--- src/rtl/regfile_wb_if.sv ---
// Write-back / read-port bundle for the register-file stage.
interface regfile_wb_if #(
  parameter int DW = 32,
  parameter int AW = 5
);
  logic          wb_en;
  logic [AW-1:0] wb_addr;
  logic [DW-1:0] wb_data;
  logic          stall;
  logic          flush;
  logic [AW-1:0] ra_a;
  logic [AW-1:0] ra_b;
  logic [DW-1:0] rd_a;
  logic [DW-1:0] rd_b;
  logic [AW-1:0] dbg_addr;
  logic [DW-1:0] dbg_data;
  logic [15:0]   commit_cnt;

  modport master (
    output wb_en, wb_addr, wb_data, stall, flush, ra_a, ra_b, dbg_addr,
    input  rd_a, rd_b, dbg_data, commit_cnt
  );

  modport slave (
    input  wb_en, wb_addr, wb_data, stall, flush, ra_a, ra_b, dbg_addr,
    output rd_a, rd_b, dbg_data, commit_cnt
  );
endinterface

--- src/rtl/regfile_wb.sv ---
// Register-file write-back stage: 2^AW x DW array, one pending-write latch
// committing one edge after capture, bypassed onto both read ports.
module regfile_wb #(
  parameter int DW = 32,
  parameter int AW = 5
) (
  input  logic         clk,
  input  logic         rst_n,
  regfile_wb_if.slave  bus
);
  localparam int NREG = 2 ** AW;

  logic [DW-1:0] regs [NREG];
  logic          p_v;
  logic [AW-1:0] p_addr;
  logic [DW-1:0] p_data;
  logic [15:0]   cnt;
  logic          commit;

  // A held entry keeps committing while stalled; flush suppresses the commit.
  assign commit = p_v && (p_addr != '0) && !bus.flush;

  always_ff @(posedge clk or negedge rst_n) begin
    if (!rst_n) begin
      p_v    <= 1'b0;
      p_addr <= '0;
      p_data <= '0;
      cnt    <= '0;
      for (int i = 0; i < NREG; i++) regs[i] <= '0;
    end else begin
      if (bus.flush) begin
        p_v <= 1'b0;
      end else if (!bus.stall) begin
        p_v    <= bus.wb_en;
        p_addr <= bus.wb_addr;
        p_data <= bus.wb_data;
      end
      if (commit) begin
        regs[p_addr] <= p_data;
        cnt          <= cnt + 16'd1;
      end
    end
  end

  // Reads see only registered state; address 0 never matches the bypass.
  always_comb begin
    bus.rd_a = '0;
    if (bus.ra_a != '0)
      bus.rd_a = (p_v && p_addr == bus.ra_a) ? p_data : regs[bus.ra_a];
  end

  always_comb begin
    bus.rd_b = '0;
    if (bus.ra_b != '0)
      bus.rd_b = (p_v && p_addr == bus.ra_b) ? p_data : regs[bus.ra_b];
  end

  always_comb begin
    bus.dbg_data = '0;
    if (bus.dbg_addr != '0) bus.dbg_data = regs[bus.dbg_addr];
  end

  assign bus.commit_cnt = cnt;
endmodule

--- src/flat_wrapper.sv ---
// flat-port wrapper written by rule: the top's interface ports become plain ports
module regfile_wb_flat 
#(
  parameter int DW = 32,
  parameter int AW = 5
)
  (clk, rst_n, bus_wb_en, bus_wb_addr, bus_wb_data, bus_stall, bus_flush, bus_ra_a, bus_ra_b, bus_dbg_addr, bus_rd_a, bus_rd_b, bus_dbg_data, bus_commit_cnt);
  regfile_wb_if #(.DW(DW), .AW(AW)) bus_i ();
  input  logic clk;
  input  logic rst_n;
  input wire logic [$bits(bus_i.wb_en)-1:0] bus_wb_en;
  input wire logic [$bits(bus_i.wb_addr)-1:0] bus_wb_addr;
  input wire logic [$bits(bus_i.wb_data)-1:0] bus_wb_data;
  input wire logic [$bits(bus_i.stall)-1:0] bus_stall;
  input wire logic [$bits(bus_i.flush)-1:0] bus_flush;
  input wire logic [$bits(bus_i.ra_a)-1:0] bus_ra_a;
  input wire logic [$bits(bus_i.ra_b)-1:0] bus_ra_b;
  input wire logic [$bits(bus_i.dbg_addr)-1:0] bus_dbg_addr;
  output wire logic [$bits(bus_i.rd_a)-1:0] bus_rd_a;
  output wire logic [$bits(bus_i.rd_b)-1:0] bus_rd_b;
  output wire logic [$bits(bus_i.dbg_data)-1:0] bus_dbg_data;
  output wire logic [$bits(bus_i.commit_cnt)-1:0] bus_commit_cnt;
  assign bus_i.wb_en = bus_wb_en;
  assign bus_i.wb_addr = bus_wb_addr;
  assign bus_i.wb_data = bus_wb_data;
  assign bus_i.stall = bus_stall;
  assign bus_i.flush = bus_flush;
  assign bus_i.ra_a = bus_ra_a;
  assign bus_i.ra_b = bus_ra_b;
  assign bus_i.dbg_addr = bus_dbg_addr;
  assign bus_rd_a = bus_i.rd_a;
  assign bus_rd_b = bus_i.rd_b;
  assign bus_dbg_data = bus_i.dbg_data;
  assign bus_commit_cnt = bus_i.commit_cnt;
  regfile_wb #(.DW(DW), .AW(AW)) u_core (.clk(clk), .rst_n(rst_n), .bus(bus_i));
endmodule
--- config.mk ---
export PLATFORM = sky130hd
export DESIGN_NAME = regfile_wb_flat
export DESIGN_NICKNAME = d
export VERILOG_FILES = /design/src/rtl/regfile_wb_if.sv /design/src/rtl/regfile_wb.sv /design/src/flat_wrapper.sv
export SDC_FILE = /design/constraint.sdc
export NUM_CORES = 2
export LEC_CHECK = 0
export CORE_MARGIN = 2
export CORE_UTILIZATION = 25
export DETAILED_ROUTE_END_ITERATION = 12
export SYNTH_ARGS = -nofsm -noshare
export SYNTH_HDL_FRONTEND = slang
export SYNTH_SLANG_ARGS = --single-unit
--- constraint.sdc ---
create_clock -name clk -period 3.41 [get_ports clk]
set_input_delay 0.341 -clock clk [delete_from_list [all_inputs] [get_ports clk]]
set_output_delay 0.341 -clock clk [all_outputs]
set_load 0.005 [all_outputs]
# After elaboration in Yosys (flattened, before gate mapping)
# Index checks and enable logic that the tools add are counted.
# op_classes
addsub,1
magnitude_cmp,5
eq_ne,3
mux,19
bitwise_logic,6
n_reduce_logical,11
# op_table
op,count
bitwise mux 1024 bit,1
binary-select mux 32 bit (select 5 bit),3
two-way mux 32 bit,12
demux 32 bit (select 5 bit),1
"greater-or-equal comparator 6 bit, second input constant",4
NOT 5 -> 6 bit,4
nonzero test 5 bit,4
"adder 16 x 1 -> 16 bit, second input constant",1
== test 5 bit,2
"less-than comparator 6 x 1 -> 1 bit, second input constant",1
logical AND 1 bit,5
two-way mux 1 bit,2
"!= test 2 x 1 -> 1 bit, second input constant",1
NOT 1 bit,2
AND reduction 2 bit,1
zero test 1 bit,1
# totals
regBits,1078
output_inout_bits,112

# Depth between registers and ports, before layout
# depth
ltp_word,6
mapped_depth,11
ltp_nobuf,6

# Worst setup path before layout
# No wires, ideal clock.
# synth_timing
path_kind,in2out
start,input bus_dbg_addr[0]
end,output bus_dbg_data[0]
arrival_time_ns,2.080
required_ns,3.069
path_slack_ns,0.989
cell_stages,7
path_buffers,3
cell_sequence,clkbuf_1 buf_2 buf_2 mux4_2 mux4_2 inv_1 o21ai_0
# synth_via
elab_chain_len,5
# synth_rtl
element,line,source
start: declaration,flat_wrapper.sv:18,input wire logic [$bits(bus_i.dbg_addr)-1:0] bus_dbg_addr;
NOT 5 -> 6 bit (implied by the code),regfile_wb.sv:60,if (bus.dbg_addr != '0) bus.dbg_data = regs[bus.dbg_addr];
binary-select mux 32 bit (select 5 bit),regfile_wb.sv:60,
two-way mux 32 bit (implied by the code) (2 in a row),regfile_wb.sv:60,
two-way mux 32 bit (*),regfile_wb.sv:60,
end: declaration,flat_wrapper.sv:21,output wire logic [$bits(bus_i.dbg_data)-1:0] bus_dbg_data;
# Every way passes the cells marked *; elsewhere a longest branch is shown, timed or not. The select of a mux whose other input is x is not followed.

# Worst setup path after layout
# layout_timing
start,register u_core.p_addr[3]
end,output bus_rd_a[30]
# layout_via
elab_chain_len,4
# layout_rtl
element,line,source
start: declaration,regfile_wb.sv:15,logic [AW-1:0] p_addr;
start signal: assignment,regfile_wb.sv:35,p_addr <= bus.wb_addr;
== test 5 bit,regfile_wb.sv:49,bus.rd_a = (p_v && p_addr == bus.ra_a) ? p_data : regs[bus.ra_a];
logical AND 1 bit,regfile_wb.sv:49,
two-way mux 32 bit,regfile_wb.sv:49,
two-way mux 32 bit,regfile_wb.sv:48,if (bus.ra_a != '0)
end: declaration,flat_wrapper.sv:19,output wire logic [$bits(bus_i.rd_a)-1:0] bus_rd_a;
# No other way between the ends.

==> impl_metrics.ini <==
[run_status]
status = finished with violations
violations = negative setup slack

[power_and_ir_drop]
clock_power_share = 0.370
p_leak_nw = 34.8
p_sw_frac = 0.296
seqPwrFrac = 0.415
power.net_switching_mw = 11.3
ir_drop_uv = 436
internal-power_mw = 26.9
p_comb_frac = 0.215
pwr_density_cell_mw_per_mm2 = 477

[detailed_routing]
vias = 48700
post_drt_wl_per_cell_um = 31.3
drc = 0
wirelength_mm = 268
drtAntennaViolNets = 0
dr.pass1.iters = 7
routed_via_density = 5.69
dr.first_iter.drc_count = 5568

[placed_design]
place_congestion = 0.912
dp.cells = 8300
hpwl_mm = 175
dp_slack_ns = -0.445
portBuffers = 168
placed_cell_area_sq_mm = 0.0750

[sta]
hold_viol_final = 0
rsz0062_at_grt = yes
fmax_mhz = 277
finalClockSkew_ns = 0.0411
period_share = 1.06
setup_viol = 39
slew_headroom = 0.316
tns_ns = -3.08
drv_slew = 0
min_period_ns = 3.61
fin_ws_ns = -0.200
worstMarginPinSlew_ns = 1.03

[layout]
area_delta_synth_final_pct = 21.9
design_area_sq_mm = 0.0802
layout.nets = 4993
drive_gt1_frac = 0.532
stdcell_count = 8557

[worst_setup_path]
crit_type = flop to output port
cp-end-kind = output port
crit_arrival_ns = 3.27
slowest_stage = nor3_4
cp_max_fo = 3
cpPeakStageDelay_ns = 0.52
worstSetupStartpoint = u_core.p_addr[3]
timing.rr.start = u_core.p_addr[2]
critPathLaunchType = flop
required_ns = 3.07
cp_cell_sequence = xnor2_1 > nand4_1 > buf_6 > or3_4 > buf_12 > buf_4 > nand2_2 > a2111oi_4 > nor3_4 > buf_2

[yosys]
yosysTopAreaCell = dfrtp_1
synth_most_common_cell = dfrtp_1
synth_area_leaders = dfrtp_1, mux4_2, mux2_2, mux2i_1, clkbuf_1
synth_area_per_cell_sq_um = 14.1
synth_cells = 4673
synth-async-reset-ratio = 1.00
synth_cell_types = 61
synth_top_area_frac = 0.410
synth_seq_area_share = 0.410
ys_warn_count = 0
ys_ff_latch = 1078
syn_nets = 4731
synth_common_cells = dfrtp_1, mux2_2, mux4_2
synth_top_flop_cell = dfrtp_1
syn_area_sq_mm = 0.0658
synth_edf_count = 0

[job]
maxCapViolCount = 0

[grt]
grt_start_max_net_pins = 112
grt_pass1_wl_mm = 381
antenna_found_initial = 16
grt_pass1_vias = 49000
grt_usage = 0.197
grt_overflow_total = 0

[clock_tree]
cts_root_buf = clkbuf_16
clk_pin_slew_ns = 0.06
cts_buffer_depth = 3
insertion_delay_ns = 0.78
h-tree-depth = 3
clock_sinks = 1078
cts_tree = built
cts_buffers = 116

[die]
core_area_sq_mm = 0.262
initial_core_util = 0.251
fp.dieH_um = 517
num_io_pins = 169
die_w_um = 517
die_area_sq_mm = 0.267
rows = 188

[hold_path]
hold_class = input port to async pin
==> cell families after synthesis <==
family,Yosys count,share of synthesized area
multiplexers,2032,0.456
flip-flops,1078,0.410
buffers and inverters,566,0.0407
AO/OA/AOI/OAI,513,0.0551
AND/OR/NAND/NOR,458,0.0344
XOR/XNOR,25,0.00333
adder cells (fa/ha/maj),1,0.000190
==> through the flow <==
stage | hold WS (ns) | util | power, mW
after floorplan | 0.0454 | - | 20.5
after global placement | 0.344 | 0.286 | 23.8
after detailed placement | 0.338 | 0.286 | 24.0
after CTS | 0.105 | 0.305 | 38.2
after global routing | 0.151 | 0.306 | 39.5
final | 0.128 | 0.306 | 38.3
==> worst max-delay path: cells and delay by family, from the launching register on <==
family / cells / cell delay [ns]
flops: 1 / 0.39
buf+inv: 4 / 0.69
compound gates: 1 / 0.06
simple gates: 4 / 1.14
xor+xnor: 1 / 0.20
==> flip-flops by register name, indices dropped and copies added (netlist names) <==
register	count
u_core.p_data	32
u_core.bus.commit_cnt	16
u_core.regs	1024
u_core.p_addr	5
u_core.p_v	1
==> per-layer routing <==
metal / vias to the layer above / global-route usage / wire length [um]
li1: 18900 / - / -
met5: - / 0 / 49
met2: 3038 / 0.305 / 121000
met4: 10 / 0.136 / 21900
met3: 866 / 0.0449 / 24500
met1: 25900 / 0.242 / 100000
==> final timing paths <==
check | end | slack (ns) | cells past startpoint
min in group clk | u_core.p_addr[2] | 0.18 | 2
worst max register to register | u_core.regs[237] | 0.63 | 8
max in group asynchronous | u_core.p_data[3] | 2.15 | 3
worst max-delay path | bus_rd_a[30] | -0.20 | 10
worst min-delay path | u_core.regs[982] | 0.13 | 2
worst min register to register | u_core.regs[1023] | 0.42 | 0
==> power groups by stage <==
stage	Clock, mW	Sequential (mW)	Combinational (mW)
floorplan	0	15.4	5.07
global placement	0	15.9	7.87
detailed placement	0	16.0	7.98
CTS	14.3	15.8	8.11
global route	14.8	16.1	8.60
finish	14.2	15.9	8.21
==> layout by cell type (no fill, tap or decap), types with 40 or more instances in the layout <==
cell,netlist,layout
a21oi_1,76,65
buf_12,0,151
o21ai_0,54,50
nor2_1,79,49
buf_6,19,44
a211oi_1,60,45
a221oi_1,58,58
buf_4,55,327
mux2_2,1072,1072
nand2_1,160,145
clkdlybuf4s50_1,0,82
dfrtp_1,1078,1077
mux4_2,667,667
mux2i_1,291,291
nor2b_1,57,52
clkbuf_16,0,117
o22ai_1,57,52
a22oi_1,40,40
==> area by class of cell <==
cell class | instances | area (sq um)
Tap cell | 3515 | 4400
Clock inverter | 58 | 866
Antenna cell | 6 | 15.0
Clock buffer | 161 | 3340
Multi-Input combinational cell | 3029 | 37100
Fill cell | 26000 | 182000
Timing Repair Buffer | 673 | 7440
Inverter | 37 | 139
Sequential cell | 1078 | 27000
==> timing repair <==
action                                 4_1_cts  5_1_grt
gates resized for setup                    372       70
endpoints found under the hold margin       79        0
buffers inserted                            33        9
hold buffers                                 1        0
cloned                                       4        0
setup endpoints to repair                   73       58
pin swaps                                   44       21
(Power assumes the default switching activity.)
